==> config.mk <==
export PLATFORM = sky130hd
export DESIGN_NAME = adder_host
export DESIGN_NICKNAME = d
export VERILOG_FILES = /design/src/rtl/adder_host_pkg.sv /design/src/rtl/adder_host_byte_mux.sv /design/src/rtl/adder_host.sv
export SDC_FILE = /design/constraint.sdc
export NUM_CORES = 1
export LEC_CHECK = 0
export CAP_MARGIN = 20
export CORE_MARGIN = 5
export CORE_UTILIZATION = 54
export DETAILED_ROUTE_END_ITERATION = 7
export PLACE_DENSITY = 0.85
export SYNTH_ARGS = -nofsm -noshare
export SYNTH_HDL_FRONTEND = slang
export SYNTH_SLANG_ARGS = --single-unit
==> constraint.sdc <==
create_clock -name aclk -period 13.6 [get_ports aclk]
set_input_delay 2.04 -clock aclk [delete_from_list [all_inputs] [get_ports aclk]]
set_output_delay 2.04 -clock aclk [all_outputs]
set_load 0.02 [all_outputs]
==> src/rtl/adder_host_pkg.sv <==
// adder_host_pkg: shared types and constants for the adder_host initiator.
//   adder_host_state_t : FSM state encoding
//   LOAD_CYCLES        : cycles tx_write is held so the responder's
//                        synchronised write register sees it
//   TIMEOUT_LIMIT      : watchdog terminal count (ADDER_HOST_TIMEOUT_EN builds)
package adder_host_pkg;

  typedef enum logic [2:0] {
    IDLE,
    LOAD,
    SETTLE,
    STROBE,
    WAIT_BUSY,
    WAIT_DONE,
    DONE
  } adder_host_state_t;

  localparam int LOAD_CYCLES   = 2;
  localparam int TIMEOUT_LIMIT = 15;

endpackage

==> src/rtl/adder_host_byte_mux.sv <==
// adder_host_byte_mux: byte lane selection for the adder_host initiator.
// Ports:
//   idx         in  3      current byte lane
//   operand0/1  in  W      latched operands
//   addend0/1   out 8      operand byte at lane idx
//   wr_en       in  1      replace lane idx of the result with wr_byte
//   wr_byte     in  8      responder sum byte
//   result_cur  in  W      current assembled result
//   result_nxt  out W      result with the lane write applied
// Purely combinational; loops over lanes so that no part-select can run
// past the operand width for small BYTES.
module adder_host_byte_mux #(
  parameter int BYTES = 4
) (
  input  logic [2:0]         idx,
  input  logic [8*BYTES-1:0] operand0,
  input  logic [8*BYTES-1:0] operand1,
  output logic [7:0]         addend0,
  output logic [7:0]         addend1,
  input  logic               wr_en,
  input  logic [7:0]         wr_byte,
  input  logic [8*BYTES-1:0] result_cur,
  output logic [8*BYTES-1:0] result_nxt
);

  always_comb begin
    addend0    = '0;
    addend1    = '0;
    result_nxt = result_cur;
    for (int i = 0; i < BYTES; i++) begin
      if (idx == i[2:0]) begin
        addend0 = operand0[8*i +: 8];
        addend1 = operand1[8*i +: 8];
        if (wr_en) result_nxt[8*i +: 8] = wr_byte;
      end
    end
  end

endmodule

==> src/rtl/adder_host.sv <==
// adder_host: initiator for the byte-wide carry-adder responder protocol.
// Splits one W-bit addition (W = 8*BYTES) into BYTES byte operations,
// LSB first, chaining the carry through the responder.
// Ports:
//   aclk, areset             clock, asynchronous active-high reset
//   rx_valid/tx_ready        upstream request handshake
//   rx_operand0/1, rx_carryflag  request operands and carry-in
//   tx_enable/tx_write/tx_strobe responder control
//   tx_carryflag, tx_addend0/1   responder operands for the current byte
//   rx_sum, rx_carry, rx_ready   responder result and idle status
//   tx_result, tx_result_carryflag, tx_result_zeroflag  final result
//   tx_done                  one-cycle pulse when the result updates
//   tx_error                 one-cycle watchdog abort pulse
// Build option: define ADDER_HOST_TIMEOUT_EN to add the responder watchdog;
// without it tx_error is tied low and the host waits indefinitely.
module adder_host
  import adder_host_pkg::*;
#(
  parameter int BYTES = 4
) (
  input  logic               aclk,
  input  logic               areset,
  input  logic               rx_valid,
  input  logic [8*BYTES-1:0] rx_operand0,
  input  logic [8*BYTES-1:0] rx_operand1,
  input  logic               rx_carryflag,
  output logic               tx_ready,
  output logic               tx_enable,
  output logic               tx_write,
  output logic               tx_strobe,
  output logic               tx_carryflag,
  output logic [7:0]         tx_addend0,
  output logic [7:0]         tx_addend1,
  input  logic [7:0]         rx_sum,
  input  logic               rx_carry,
  input  logic               rx_ready,
  output logic [8*BYTES-1:0] tx_result,
  output logic               tx_result_carryflag,
  output logic               tx_result_zeroflag,
  output logic               tx_done,
  output logic               tx_error
);

  localparam int         W         = 8*BYTES;
  localparam logic [2:0] LAST_IDX  = 3'(BYTES-1);
  localparam logic [1:0] LAST_LOAD = 2'(LOAD_CYCLES-1);

  adder_host_state_t state;
  logic [1:0]        load_cnt;
  logic [2:0]        idx;
  logic [W-1:0]      op0_q;
  logic [W-1:0]      op1_q;
  logic [W-1:0]      result_q;
  logic [W-1:0]      result_nxt;
  logic              c;
  logic              byte_wr;

`ifdef ADDER_HOST_TIMEOUT_EN
  logic [3:0]        wdog;
`endif

  assign byte_wr = (state == WAIT_DONE) && rx_ready;

  adder_host_byte_mux #(.BYTES(BYTES)) u_byte_mux (
    .idx        (idx),
    .operand0   (op0_q),
    .operand1   (op1_q),
    .addend0    (tx_addend0),
    .addend1    (tx_addend1),
    .wr_en      (byte_wr),
    .wr_byte    (rx_sum),
    .result_cur (result_q),
    .result_nxt (result_nxt)
  );

  // Responder controls decode directly from the state register.
  assign tx_enable    = (state != IDLE) && (state != DONE);
  assign tx_write     = (state == LOAD);
  assign tx_strobe    = (state == STROBE);
  assign tx_carryflag = c;

  always_ff @(posedge aclk or posedge areset) begin
    if (areset) begin
      state               <= IDLE;
      tx_ready            <= 1'b1;
      load_cnt            <= '0;
      idx                 <= '0;
      op0_q               <= '0;
      op1_q               <= '0;
      result_q            <= '0;
      c                   <= 1'b0;
      tx_result           <= '0;
      tx_result_carryflag <= 1'b0;
      tx_result_zeroflag  <= 1'b0;
      tx_done             <= 1'b0;
`ifdef ADDER_HOST_TIMEOUT_EN
      wdog                <= '0;
      tx_error            <= 1'b0;
`endif
    end else begin
      tx_done <= 1'b0;
`ifdef ADDER_HOST_TIMEOUT_EN
      tx_error <= 1'b0;
`endif
      case (state)
        IDLE: begin
          // tx_ready re-arms one cycle after DONE or an abort.
          if (tx_ready && rx_valid) begin
            op0_q    <= rx_operand0;
            op1_q    <= rx_operand1;
            c        <= rx_carryflag;
            idx      <= '0;
            load_cnt <= '0;
            result_q <= '0;
            tx_ready <= 1'b0;
            state    <= LOAD;
          end else begin
            tx_ready <= 1'b1;
          end
        end
        LOAD: begin
          if (load_cnt == LAST_LOAD) begin
            load_cnt <= '0;
            state    <= SETTLE;
          end else begin
            load_cnt <= load_cnt + 2'd1;
          end
        end
        SETTLE: state <= STROBE;
        STROBE: begin
          state <= WAIT_BUSY;
`ifdef ADDER_HOST_TIMEOUT_EN
          wdog  <= '0;
`endif
        end
        WAIT_BUSY: begin
          if (!rx_ready) state <= WAIT_DONE;
        end
        WAIT_DONE: begin
          // Carry is re-sampled every busy cycle; the last one wins.
          if (!rx_ready) begin
            c <= rx_carry;
          end else begin
            result_q <= result_nxt;
            if (idx == LAST_IDX) begin
              state <= DONE;
            end else begin
              idx   <= idx + 3'd1;
              state <= LOAD;
            end
          end
        end
        DONE: begin
          tx_done             <= 1'b1;
          tx_result           <= result_q;
          tx_result_carryflag <= c;
          tx_result_zeroflag  <= (result_q == '0);
          state               <= IDLE;
        end
        default: state <= IDLE;
      endcase
`ifdef ADDER_HOST_TIMEOUT_EN
      // Fires on the 15th cycle spent waiting and overrides any transition.
      if ((state == WAIT_BUSY) || (state == WAIT_DONE)) begin
        if (wdog == 4'(TIMEOUT_LIMIT-1)) begin
          tx_error <= 1'b1;
          state    <= IDLE;
        end else begin
          wdog <= wdog + 4'd1;
        end
      end
`endif
    end
  end

`ifndef ADDER_HOST_TIMEOUT_EN
  assign tx_error = 1'b0;
`endif

endmodule

==> impl_metrics.json <==
{
  "hpwlAfterDp_um": 9930,
  "p_int_mw": 1.29,
  "antenna_found_initial": 0,
  "io_buffers": 133,
  "synthTopCellsByCount": "140 x dfrtp_1, 114 x mux2_2, 28 x inv_1",
  "whs_ns": 0.490,
  "cts_hold_buf": 0,
  "synthArstFlopShare_pct": 100,
  "clockPowerShare_pct": 21.5,
  "grt_max_degree": 91,
  "skew_ns": 0.0152,
  "ys_seq_area_share_pct": 58.2,
  "period_minus_slack_ns": 5.36,
  "gp_congestion": 0.833,
  "cp.arrival_ns": 3.32,
  "setup_ws_ns": 8.24,
  "drcViolationCount": 0,
  "clockBufferDepth": 2,
  "yosys.area_share.xor_xnor_pct": 0,
  "synth_top_cell_area_share_pct": 57.8,
  "drive_gt1_share_pct": 26.2,
  "max_freq_mhz": 187,
  "syn-cell-area_sq_um": 6060,
  "yosysWarnings": 0,
  "cts_sinks": 141,
  "synthAdderAreaFrac_pct": 1.03,
  "critPathSlowestCell": "ha_1",
  "htree_levels": 4,
  "num_io_pins": 135,
  "track_usage_pct": 22.7,
  "post_cts_resized": 0,
  "grt_pass1_wl_um": 23500,
  "required_ns": 11.56,
  "cts_tree": "built",
  "numCtsBuffers": 17,
  "pre_cts_ws_ns": 8.45,
  "finalSetupTns_ns": 0,
  "synth_cells": 466,
  "synth_compound_area_share_pct": 10.4,
  "power_density_nw_per_um2": 251,
  "wirelength_um": 14700,
  "maxSlewViolCount": 0,
  "vias_per_cell": 5.71,
  "holdCritPathClass": "reg2reg",
  "drt_first_pass_iters": 4,
  "syn-mean-instance-area_sq_um": 13.0,
  "synth.area.top_cells": "dfrtp_1 58%, mux2_2 21%, a22o_1 2.5%",
  "std_cell_rows": 38,
  "yosysMostFrequentCell": "dfrtp_1",
  "nFillCells": 714,
  "synth_edf_count": 0,
  "diodes": 0,
  "antenna_left": 0,
  "critical-path-max-stage-delay_ns": 0.64,
  "die_x_um": 116,
  "root_buffer": "clkbuf_16",
  "routedWlPerCell_um": 19.6,
  "cp_cell_sequence": "inv_1 -> ha_1 -> nor2b_1 -> buf_6 -> a221oi_1 -> a21oi_1 -> a22o_1 -> clkdlybuf4s50_1",
  "grt_pass1_vias": 4469,
  "synth-main-ff-cell": "dfrtp_1",
  "post_cts_buffers": 0,
  "rsz0062_at_grt": "no",
  "yosys.area.top_type": "dfrtp_1",
  "synth.distinct_cells": 39,
  "power_switching_mw": 0.744,
  "dieArea_sq_um": 13500,
  "finalCritPeriodShare_pct": 39.4,
  "die_y_um": 116,
  "maxCapViolCount": 0,
  "synth-simple-area-share_pct": 5.12,
  "report.final.hold_viol_count": 0,
  "routed-via-count": 4280,
  "ys_ff_latch": 141,
  "seqPwrFrac_pct": 35.6,
  "finalSetupViolCount": 0,
  "critPathCaptureType": "primary output",
  "worst_ir_drop_vdd_uv": 185,
  "p_leak_nw": 3.65,
  "final_nets": 680,
  "swShare_pct": 36.6,
  "syn_nets": 549,
  "status": "complete, no violations",
  "synthMuxAreaShare_pct": 21.2,
  "clk_latency_ns": 0.43,
  "overflow": 0,
  "start_util_pct": 55.5,
  "worstMarginPinSlew_ns": 0.997,
  "worstPathMaxFanout": 18,
  "worstSetupPathType": "reg2out",
  "start_kind": "flip-flop",
  "slew_headroom_pct": 33.5,
  "synth_top_family_by_area": "multiplexers",
  "clk_pin_slew_ns": 0.06,
  "p_comb_share_pct": 43.0,
  "core_sq_um": 10900,
  "drt_iter0_drc": 366,
  "synthToLayoutAreaGrowth_pct": 33.4
}
-- sequential cells by signal, indices dropped and copies added (netlist names), 2 cells and up --
signal and flops:
state 3, op0_q 32, idx 3, load_cnt 2, result_q 32, op1_q 32
tx_result 32
-- path summary, 6_finish.rpt --
| check | start | to | slack, ns | cells after the start |
|---|---|---|---|---|
| worst min register to register | tx_result_carryflag$_DFFE_PP0P_ | tx_result_carryflag$_DFFE_PP0P_ | 0.49 | 2 |
| max in group asynchronous | areset | op0_q[8]$_DFFE_PP0P_ | 10.37 | 4 |
| min in group asynchronous | areset | tx_result[11]$_DFFE_PP0P_ | 2.06 | 2 |
| worst max register to register | tx_ready$_DFFE_PP1N_ | idx[0]$_DFFE_PP0P_ | 11.09 | 5 |
| worst min-delay path | tx_result_carryflag$_DFFE_PP0P_ | tx_result_carryflag$_DFFE_PP0P_ | 0.49 | 2 |
| worst max-delay path | idx[1]$_DFFE_PP0P_ | tx_addend1[1] | 8.24 | 8 |
-- worst max-delay path, delay by kind of cell, from the launching register on --
kind	cells	cell delay, ns
buffers and inverters	3	0.88
DFF	1	0.43
adders and majority gates	1	0.64
AOI/OAI and AO/OA	3	0.64
and+or+nand+nor	1	0.29
-- cell usage in the layout, fill, tap and decap left out, types with 2 or more instances in the layout --
master	n
clkbuf_16	18
clkinv_2	2
nand2b_1	2
nand2_1	20
dfrtp_1	140
a22o_1	17
and2_1	9
a21oi_2	3
a221oi_1	16
buf_6	2
nor4_1	8
a211oi_1	2
inv_6	6
nor3_1	3
o21ai_0	24
clkinv_4	3
buf_4	3
mux2_2	114
nand4_1	2
clkinvlp_4	2
nor2_1	8
ha_1	5
a21oi_1	19
inv_1	27
inv_8	3
nor2b_1	2
clkdlybuf4s50_1	133
-- logic make-up (layout without fill, tap and decap cells) --
kind of cell               count (synthesis)  after routing
DFF                                      141            141
muxes                                    114            114
and+or+nand+nor                           58             58
adders and majority gates                  5              5
buffers and inverters                     56            200
other                                      1              1
AOI/OAI and AO/OA                         91             91
-- layer usage --
layer	track usage (%)	wire, um	vias up
met1	30.1	5970	2156
li1	-	-	1940
met3	6.21	1120	14
met5	0	0	-
met4	6.96	139	0
met2	36.9	7440	170
-- metrics by stage --
step / power (mW) / util [%] / cell area, sq um / std cells
2_1_floorplan: 1.25 / - / 6060 / 466
3_3_place_gp: 1.54 / 68.2 / 7460 / 714
3_5_place_dp: 1.58 / 68.3 / 7470 / 715
4_1_cts: 2.02 / 73.4 / 8030 / 747
5_1_grt: 2.14 / 74.0 / 8090 / 750
6_report: 2.03 / 74.0 / 8090 / 750
-- area by class of cell --
| cell class | instances | area [sq um] | area share [%] |
|---|---|---|---|
| Sequential cell | 141 | 3530 | 43.6 |
| Multi-Input combinational cell | 269 | 2290 | 28.3 |
| Timing Repair Buffer | 140 | 1430 | 17.7 |
| Clock buffer | 17 | 425 | 5.26 |
| Tap cell | 140 | 175 | 2.16 |
| Clock inverter | 15 | 129 | 1.59 |
| Inverter | 28 | 110 | 1.36 |
-- power by group through the flow --
stage,combinational (mW),sequential [mW],clock (mW)
floorplan,0.544,0.708,0
global placement,0.826,0.712,0
detailed placement,0.850,0.725,0
CTS,0.868,0.720,0.437
global route,0.944,0.742,0.457
finish,0.872,0.722,0.435
Power figures use the tool's default switching activity.
